$ cat config.mk
export PLATFORM = sky130hd
export DESIGN_NAME = lia_window_sequencer
export DESIGN_NICKNAME = d
export VERILOG_FILES = /design/src/rtl/lia_window_sequencer.sv
export SDC_FILE = /design/constraint.sdc
export NUM_CORES = 1
export LEC_CHECK = 0
export CELL_PAD_IN_SITES_DETAIL_PLACEMENT = 0
export CELL_PAD_IN_SITES_GLOBAL_PLACEMENT = 1
export CORE_UTILIZATION = 37
export DETAILED_ROUTE_END_ITERATION = 8
export GPL_TIMING_DRIVEN = 0
export PLACE_DENSITY_LB_ADDON = 0.1
export RECOVER_POWER = 25
export SYNTH_ARGS = -nofsm -noshare
export SYNTH_HDL_FRONTEND = slang
export SYNTH_SLANG_ARGS = --single-unit
$ cat constraint.sdc
create_clock -name dac_clk_i -period 3.65 [get_ports dac_clk_i]
set_clock_uncertainty 0.15 [all_clocks]
set_input_delay 0.73 -clock dac_clk_i [delete_from_list [all_inputs] [get_ports dac_clk_i]]
set_output_delay 0.73 -clock dac_clk_i [all_outputs]
set_load 0.02 [all_outputs]
$ cat src/rtl/lia_window_sequencer.sv
// Integration-window sequencer for the lock-in amplifier: drives accumulator clear/enable/dump,
// counts windows, and holds each dumped I/Q result for a valid/ready consumer with overflow flag.
module lia_window_sequencer #(
    parameter int CNT_W  = 32,
    parameter int SET_W  = 16,
    parameter int NWIN_W = 16,
    parameter int DW     = 14
) (
    input  logic                 dac_clk_i,
    input  logic                 dac_rstn_i,
    input  logic [CNT_W-1:0]     cfg_win_len_i,
    input  logic [SET_W-1:0]     cfg_settle_i,
    input  logic [NWIN_W-1:0]    cfg_nwin_i,
    input  logic                 start_i,
    input  logic                 stop_i,
    input  logic signed [DW-1:0] lia_i_i,
    input  logic signed [DW-1:0] lia_q_i,
    output logic                 acc_clr_o,
    output logic                 acc_en_o,
    output logic                 dump_o,
    output logic                 busy_o,
    output logic                 done_o,
    output logic [NWIN_W-1:0]    win_cnt_o,
    output logic signed [DW-1:0] res_i_o,
    output logic signed [DW-1:0] res_q_o,
    output logic                 res_valid_o,
    input  logic                 res_ready_i,
    output logic                 ovf_o
);

    typedef enum logic [1:0] {
        ST_IDLE      = 2'd0,
        ST_SETTLE    = 2'd1,
        ST_INTEGRATE = 2'd2
    } state_t;

    localparam logic [CNT_W-1:0]  CNT_ZERO  = {CNT_W{1'b0}};
    localparam logic [CNT_W-1:0]  CNT_ONE   = {{(CNT_W-1){1'b0}}, 1'b1};
    localparam logic [SET_W-1:0]  SET_ZERO  = {SET_W{1'b0}};
    localparam logic [SET_W-1:0]  SET_ONE   = {{(SET_W-1){1'b0}}, 1'b1};
    localparam logic [NWIN_W-1:0] NWIN_ZERO = {NWIN_W{1'b0}};
    localparam logic [NWIN_W-1:0] NWIN_ONE  = {{(NWIN_W-1){1'b0}}, 1'b1};
    localparam logic [NWIN_W-1:0] NWIN_ALL1 = {NWIN_W{1'b1}};
    localparam logic [DW-1:0]     DW_ZERO   = {DW{1'b0}};

    state_t                state_q, state_d;
    logic [CNT_W-1:0]      cnt_q, cnt_d;
    logic [CNT_W-1:0]      len_m1_q, len_m1_d;
    logic [SET_W-1:0]      set_q, set_d;
    logic [NWIN_W-1:0]     nwin_q, nwin_d;
    logic                  cont_q, cont_d;
    logic [NWIN_W-1:0]     win_cnt_q, win_cnt_d;
    logic                  acc_clr_q, acc_clr_d;
    logic                  acc_en_q, acc_en_d;
    logic                  dump_q, dump_d;
    logic                  busy_q, busy_d;
    logic                  done_q, done_d;
    logic                  cap_q;
    logic signed [DW-1:0]  res_i_q, res_i_d;
    logic signed [DW-1:0]  res_q_q, res_q_d;
    logic                  res_valid_q, res_valid_d;
    logic                  ovf_q, ovf_d;
    logic                  start_acc_s;
    logic                  last_win_s;

    // State, counters, registered outputs and result holding registers
    always_ff @(posedge dac_clk_i or negedge dac_rstn_i) begin
        if (!dac_rstn_i) begin
            state_q     <= ST_IDLE;
            cnt_q       <= CNT_ZERO;
            len_m1_q    <= CNT_ZERO;
            set_q       <= SET_ZERO;
            nwin_q      <= NWIN_ZERO;
            cont_q      <= 1'b0;
            win_cnt_q   <= NWIN_ZERO;
            acc_clr_q   <= 1'b1;
            acc_en_q    <= 1'b0;
            dump_q      <= 1'b0;
            busy_q      <= 1'b0;
            done_q      <= 1'b0;
            cap_q       <= 1'b0;
            res_i_q     <= DW_ZERO;
            res_q_q     <= DW_ZERO;
            res_valid_q <= 1'b0;
            ovf_q       <= 1'b0;
        end else begin
            state_q     <= state_d;
            cnt_q       <= cnt_d;
            len_m1_q    <= len_m1_d;
            set_q       <= set_d;
            nwin_q      <= nwin_d;
            cont_q      <= cont_d;
            win_cnt_q   <= win_cnt_d;
            acc_clr_q   <= acc_clr_d;
            acc_en_q    <= acc_en_d;
            dump_q      <= dump_d;
            busy_q      <= busy_d;
            done_q      <= done_d;
            cap_q       <= dump_q;
            res_i_q     <= res_i_d;
            res_q_q     <= res_q_d;
            res_valid_q <= res_valid_d;
            ovf_q       <= ovf_d;
        end
    end

    // dump_q marks the last count of the current window, so it doubles as the window-end flag
    assign last_win_s = !cont_q && (win_cnt_q == (nwin_q - NWIN_ONE));

    // Next-state and counter logic; stop_i overrides everything
    always_comb begin
        state_d     = state_q;
        cnt_d       = cnt_q;
        len_m1_d    = len_m1_q;
        set_d       = set_q;
        nwin_d      = nwin_q;
        cont_d      = cont_q;
        win_cnt_d   = win_cnt_q;
        start_acc_s = 1'b0;
        if (stop_i) begin
            state_d = ST_IDLE;
        end else begin
            case (state_q)
                ST_IDLE: begin
                    if (start_i) begin
                        start_acc_s = 1'b1;
                        len_m1_d    = (cfg_win_len_i == CNT_ZERO) ? CNT_ZERO : (cfg_win_len_i - CNT_ONE);
                        set_d       = cfg_settle_i - SET_ONE;
                        nwin_d      = cfg_nwin_i;
                        cont_d      = (cfg_nwin_i == NWIN_ZERO);
                        cnt_d       = CNT_ZERO;
                        win_cnt_d   = NWIN_ZERO;
                        state_d     = (cfg_settle_i != SET_ZERO) ? ST_SETTLE : ST_INTEGRATE;
                    end else begin
                        state_d = ST_IDLE;
                    end
                end
                ST_SETTLE: begin
                    if (set_q == SET_ZERO) begin
                        state_d = ST_INTEGRATE;
                        cnt_d   = CNT_ZERO;
                    end else begin
                        set_d = set_q - SET_ONE;
                    end
                end
                ST_INTEGRATE: begin
                    if (dump_q) begin
                        win_cnt_d = (win_cnt_q == NWIN_ALL1) ? win_cnt_q : (win_cnt_q + NWIN_ONE);
                        cnt_d     = CNT_ZERO;
                        if (last_win_s) begin
                            state_d = ST_IDLE;
                        end else begin
                            state_d = ST_INTEGRATE;
                        end
                    end else begin
                        cnt_d = cnt_q + CNT_ONE;
                    end
                end
                default: begin
                    state_d = ST_IDLE;
                end
            endcase
        end
    end

    // Output decode from the next state so every strobe leaves a flop
    always_comb begin
        acc_en_d  = (state_d == ST_INTEGRATE);
        acc_clr_d = (state_d != ST_INTEGRATE);
        busy_d    = (state_d != ST_IDLE);
        dump_d    = (state_d == ST_INTEGRATE) && (cnt_d == len_m1_d);
        done_d    = dump_q && last_win_s && !stop_i && (state_q == ST_INTEGRATE);
    end

    // Result capture one cycle after dump, valid/ready hold and sticky overflow
    always_comb begin
        ovf_d = (ovf_q && !start_acc_s) || (cap_q && res_valid_q && !res_ready_i);
        if (cap_q) begin
            res_i_d     = lia_i_i;
            res_q_d     = lia_q_i;
            res_valid_d = 1'b1;
        end else if (res_valid_q && res_ready_i) begin
            res_i_d     = res_i_q;
            res_q_d     = res_q_q;
            res_valid_d = 1'b0;
        end else begin
            res_i_d     = res_i_q;
            res_q_d     = res_q_q;
            res_valid_d = res_valid_q;
        end
    end

    assign acc_clr_o   = acc_clr_q;
    assign acc_en_o    = acc_en_q;
    assign dump_o      = dump_q;
    assign busy_o      = busy_q;
    assign done_o      = done_q;
    assign win_cnt_o   = win_cnt_q;
    assign res_i_o     = res_i_q;
    assign res_q_o     = res_q_q;
    assign res_valid_o = res_valid_q;
    assign ovf_o       = ovf_q;

endmodule

==> results.tsv <==
metric	value	unit
Maximum Capacitance Violations	1	
clock power share	38.6	%
cell depth of the worst hold path	2	
nets in the synthesized netlist	1073	
count of vias placed by the detailed router	7993	
net switching share of the total power	30.1	%
clock transition time at the flip-flop clock pins of the worst setup and hold paths	0.07	ns
endpoints failing setup	0	
number of enable flip-flop cells after synthesis	0	
violated checks	max-capacitance violations, max-slew violations	
crit-path max cell delay	0.56	ns
combinational cell fraction of total power	18.6	%
height of the die	156	um
area of the mapped netlist	8800	um2
Pre-antenna DRT Iters	5	
fraction of power consumed by sequential logic	42.8	%
area delta synth->final	35.5	%
cell occurring most often along the worst timing path	or4_4	
R2R cell count	8	
share of the core filled with cells in the final layout	50.9	%
placed wire-length estimate after detailed placement	20100	um
highest achievable clock rate	284	MHz
endpoint class of the critical path	flip-flop	
routed wire length	27300	um
DIE AREA	24400	um2
worst ir drop on vdd	258	uV
reg2reg start	dump_o	
period utilisation layout	96.6	%
Most used DFF post-synth	dfrtp_1	
Max Root-Sink Buffers	2	
cell with the most instances after synthesis	dfrtp_1	
class of the most critical setup path	in -> reg	
total clock sinks	151	
proportion of register bits with asynchronous set or reset after synthesis	100	%
width of the die	156	um
Register-to-Register Setup Slack	0.15	ns
standard cell area after detailed placement	10800	um2
global-route wire length before repair	43200	um
all-layer global routing usage	23.1	%
slowest stage cell, crit path	or4_4	
total power density per cell area	380	nW/um2
reported leakage power	5.05	nW
clock tree from TritonCTS	done	
post-route cell area	11900	um2
min cycle time layout	3.52	ns
top cell type's share of synthesized area	42.7	%
placeable core region	23400	um2
top post-synthesis cells by count	dfrtp_1 (150), nand2_1 (136), nor2_1 (77)	
row cnt	56	
synthesized flop and latch total	151	
Post-DRT Antenna Nets	0	
final-layout fill cell count	2266	
footprint of the flip-flops and latches	3780	um2
remaining max-slew budget at the tightest pin	-27.8	%
required time reported for the critical path endpoint	3.84	ns
cell type contributing the most total cell area after synthesis	dfrtp_1	
sequential cell area fraction in the yosys report	43.0	%
hold wc startpoint	len_m1_q[30]	
Power, Total	4.53	mW
number of standard cells in the final layout excluding fillers	1491	
global route total overflow	0	
pin count of the biggest net entering global routing	84	
routability-driven placement congestion ratio	0.840	
routed wirelength normalized by instance count	18.3	um
total of buffers placed on input and output ports	146	
number of distinct library cells after synthesis	69	
P_int	3.17	mW
clk root buf	clkbuf_16	
Levels on crit path	12	
synthesized area per cell	9.07	um2
Startpoint Class	input pin	
slew at the pin with the worst max-slew slack	1.92	ns
critical path arrival	3.72	ns
number of buffer and inverter stages on the critical path	4	
number of buffers created by CTS	17	
number of DRC violations after detailed routing	0	
H-tree level count	4	
critical-path cell list	dlygate4sd2_1, or4_4, buf_6, o41ai_4, buf_4, buf_8, o21ai_2, xor2_1, nor4_2, nand4b_1, or4_4, nor4_4	
final-stage net count	1262	
largest cells by area after synthesis	dfrtp_1 (43%), nand2_1 (5.8%), xor2_1 (4.8%)	
clk_lat worst skew	0.43	ns
Final Hold Violating Endpoints	0	
result of the run	finished, violations left	
Warnings, synthesis	0	
Switch Pwr	1.36	mW
layout cell share with drive strength beyond 1	16.0	%
worst setup path startpoint	cfg_win_len_i[5]	
initial standard-cell utilization of the core	37.6	%
count of final max-slew check failures	69	
Via density	5.36	
cell total after placement	1436	
Antenna Cells	0	
starting DRC count in detailed routing	420	
area used by multi-input combinational logic	5260	um2
worst hold path type	reg -> reg	
Top delay family on crit path	simple AND/OR/NAND/NOR gates	
I/O pins	148	
cell count after synthesis	970	
Max FO, Critical Path	10	
number of antenna violations at the first check in global routing	0	
via count of the first global-routing pass	7889	
aggregate negative setup slack	0	ns
[cell usage in the layout (no fill, tap or decap), types with 18 or more instances in the layout]
cell type	count
xnor2_1	44
nor3_1	26
xor2_1	48
nand2_1	135
mux2_2	31
nand4_1	26
clkbuf_1	20
clkdlybuf4s50_1	117
o21ai_0	61
a21oi_1	36
clkbuf_2	18
nor2_1	76
nor4_1	22
nand3_1	24
dfrtp_1	149
buf_4	23
mux2i_1	18
[through the flow]
step	hold slack [ns]	setup WS (ns)
CTS	0.128	-0.0138
detailed placement	0.339	-1.39
finish	0.339	0.125
floorplan	0.284	0.0172
global route	0.357	-0.00731
global placement	0.317	-4.85
[timing repair]
item / CTS / global route
setup buffers: 9 / 14
setup endpoints to repair: 17 / 12
gates resized for setup: 50 / 100
pin swaps: 7 / 26
hold buffers: 0 / 0
[worst min-delay path, delay by kind of cell (launching register included)]
family	cells	cell delay [ns]
flip-flops	1	0.32
AND/OR/NAND/NOR	1	0.05
AO/OA/AOI/OAI	1	0.07
[final cells by class]
class	instances	share of cell area [%]
plain buffers	40	1.72
clock buffers	19	3.80
clock inverters	13	1.04
inverters	14	0.441
multi-input cells	765	44.1
flip-flops and latches	151	31.7
well taps	319	3.35
repair buffers	170	13.8
[per-layer routing]
metal | track usage, % | vias up | part of all wire [%]
li1 | - | 3895 | -
met1 | 29.8 | 3862 | 45
met2 | 39.8 | 208 | 49
met3 | 3.67 | 28 | 4.1
met4 | 6.16 | 0 | 1.5
met5 | 0 | - | 0
[sequential cells by signal (all words and copies together), names as in the netlist, 2 cells and up]
register	count
cnt_q	32
state_q	2
res_q_o	14
set_q	16
res_i_o	14
nwin_q	16
win_cnt_o	16
len_m1_q	32
[path summary, 6_finish.rpt]
path	endpoint
worst max register to register	dump_o
worst min-delay path	len_m1_q[30]
max in group asynchronous	state_q[1]
min in group asynchronous	res_q_o[0]
worst max-delay path	dump_o
worst min register to register	len_m1_q[30]
[cell families (layout without fill, tap and decap cells)]
family | after synthesis | after routing | synth area share [%]
and+or+nand+nor | 422 | 422 | 24.4
AOI/OAI and AO/OA | 194 | 194 | 14.0
DFF | 151 | 151 | 43.0
xor gates and xnor gates | 93 | 93 | 9.26
buffers and inverters | 54 | 256 | 2.45
muxes | 50 | 50 | 6.13
adders and majority gates | 6 | 6 | 0.853
[power groups by stage]
stage / Clock [mW] / Combinational, mW / Sequential (mW)
after detailed placement: 0 / 0.788 / 1.96
after global placement: 0 / 0.779 / 1.95
after floorplan: 0 / 0.479 / 1.92
after CTS: 1.79 / 0.810 / 1.93
final: 1.75 / 0.844 / 1.94
after global routing: 1.87 / 0.941 / 1.96
No activity file was read; power rests on OpenSTA's default activity.
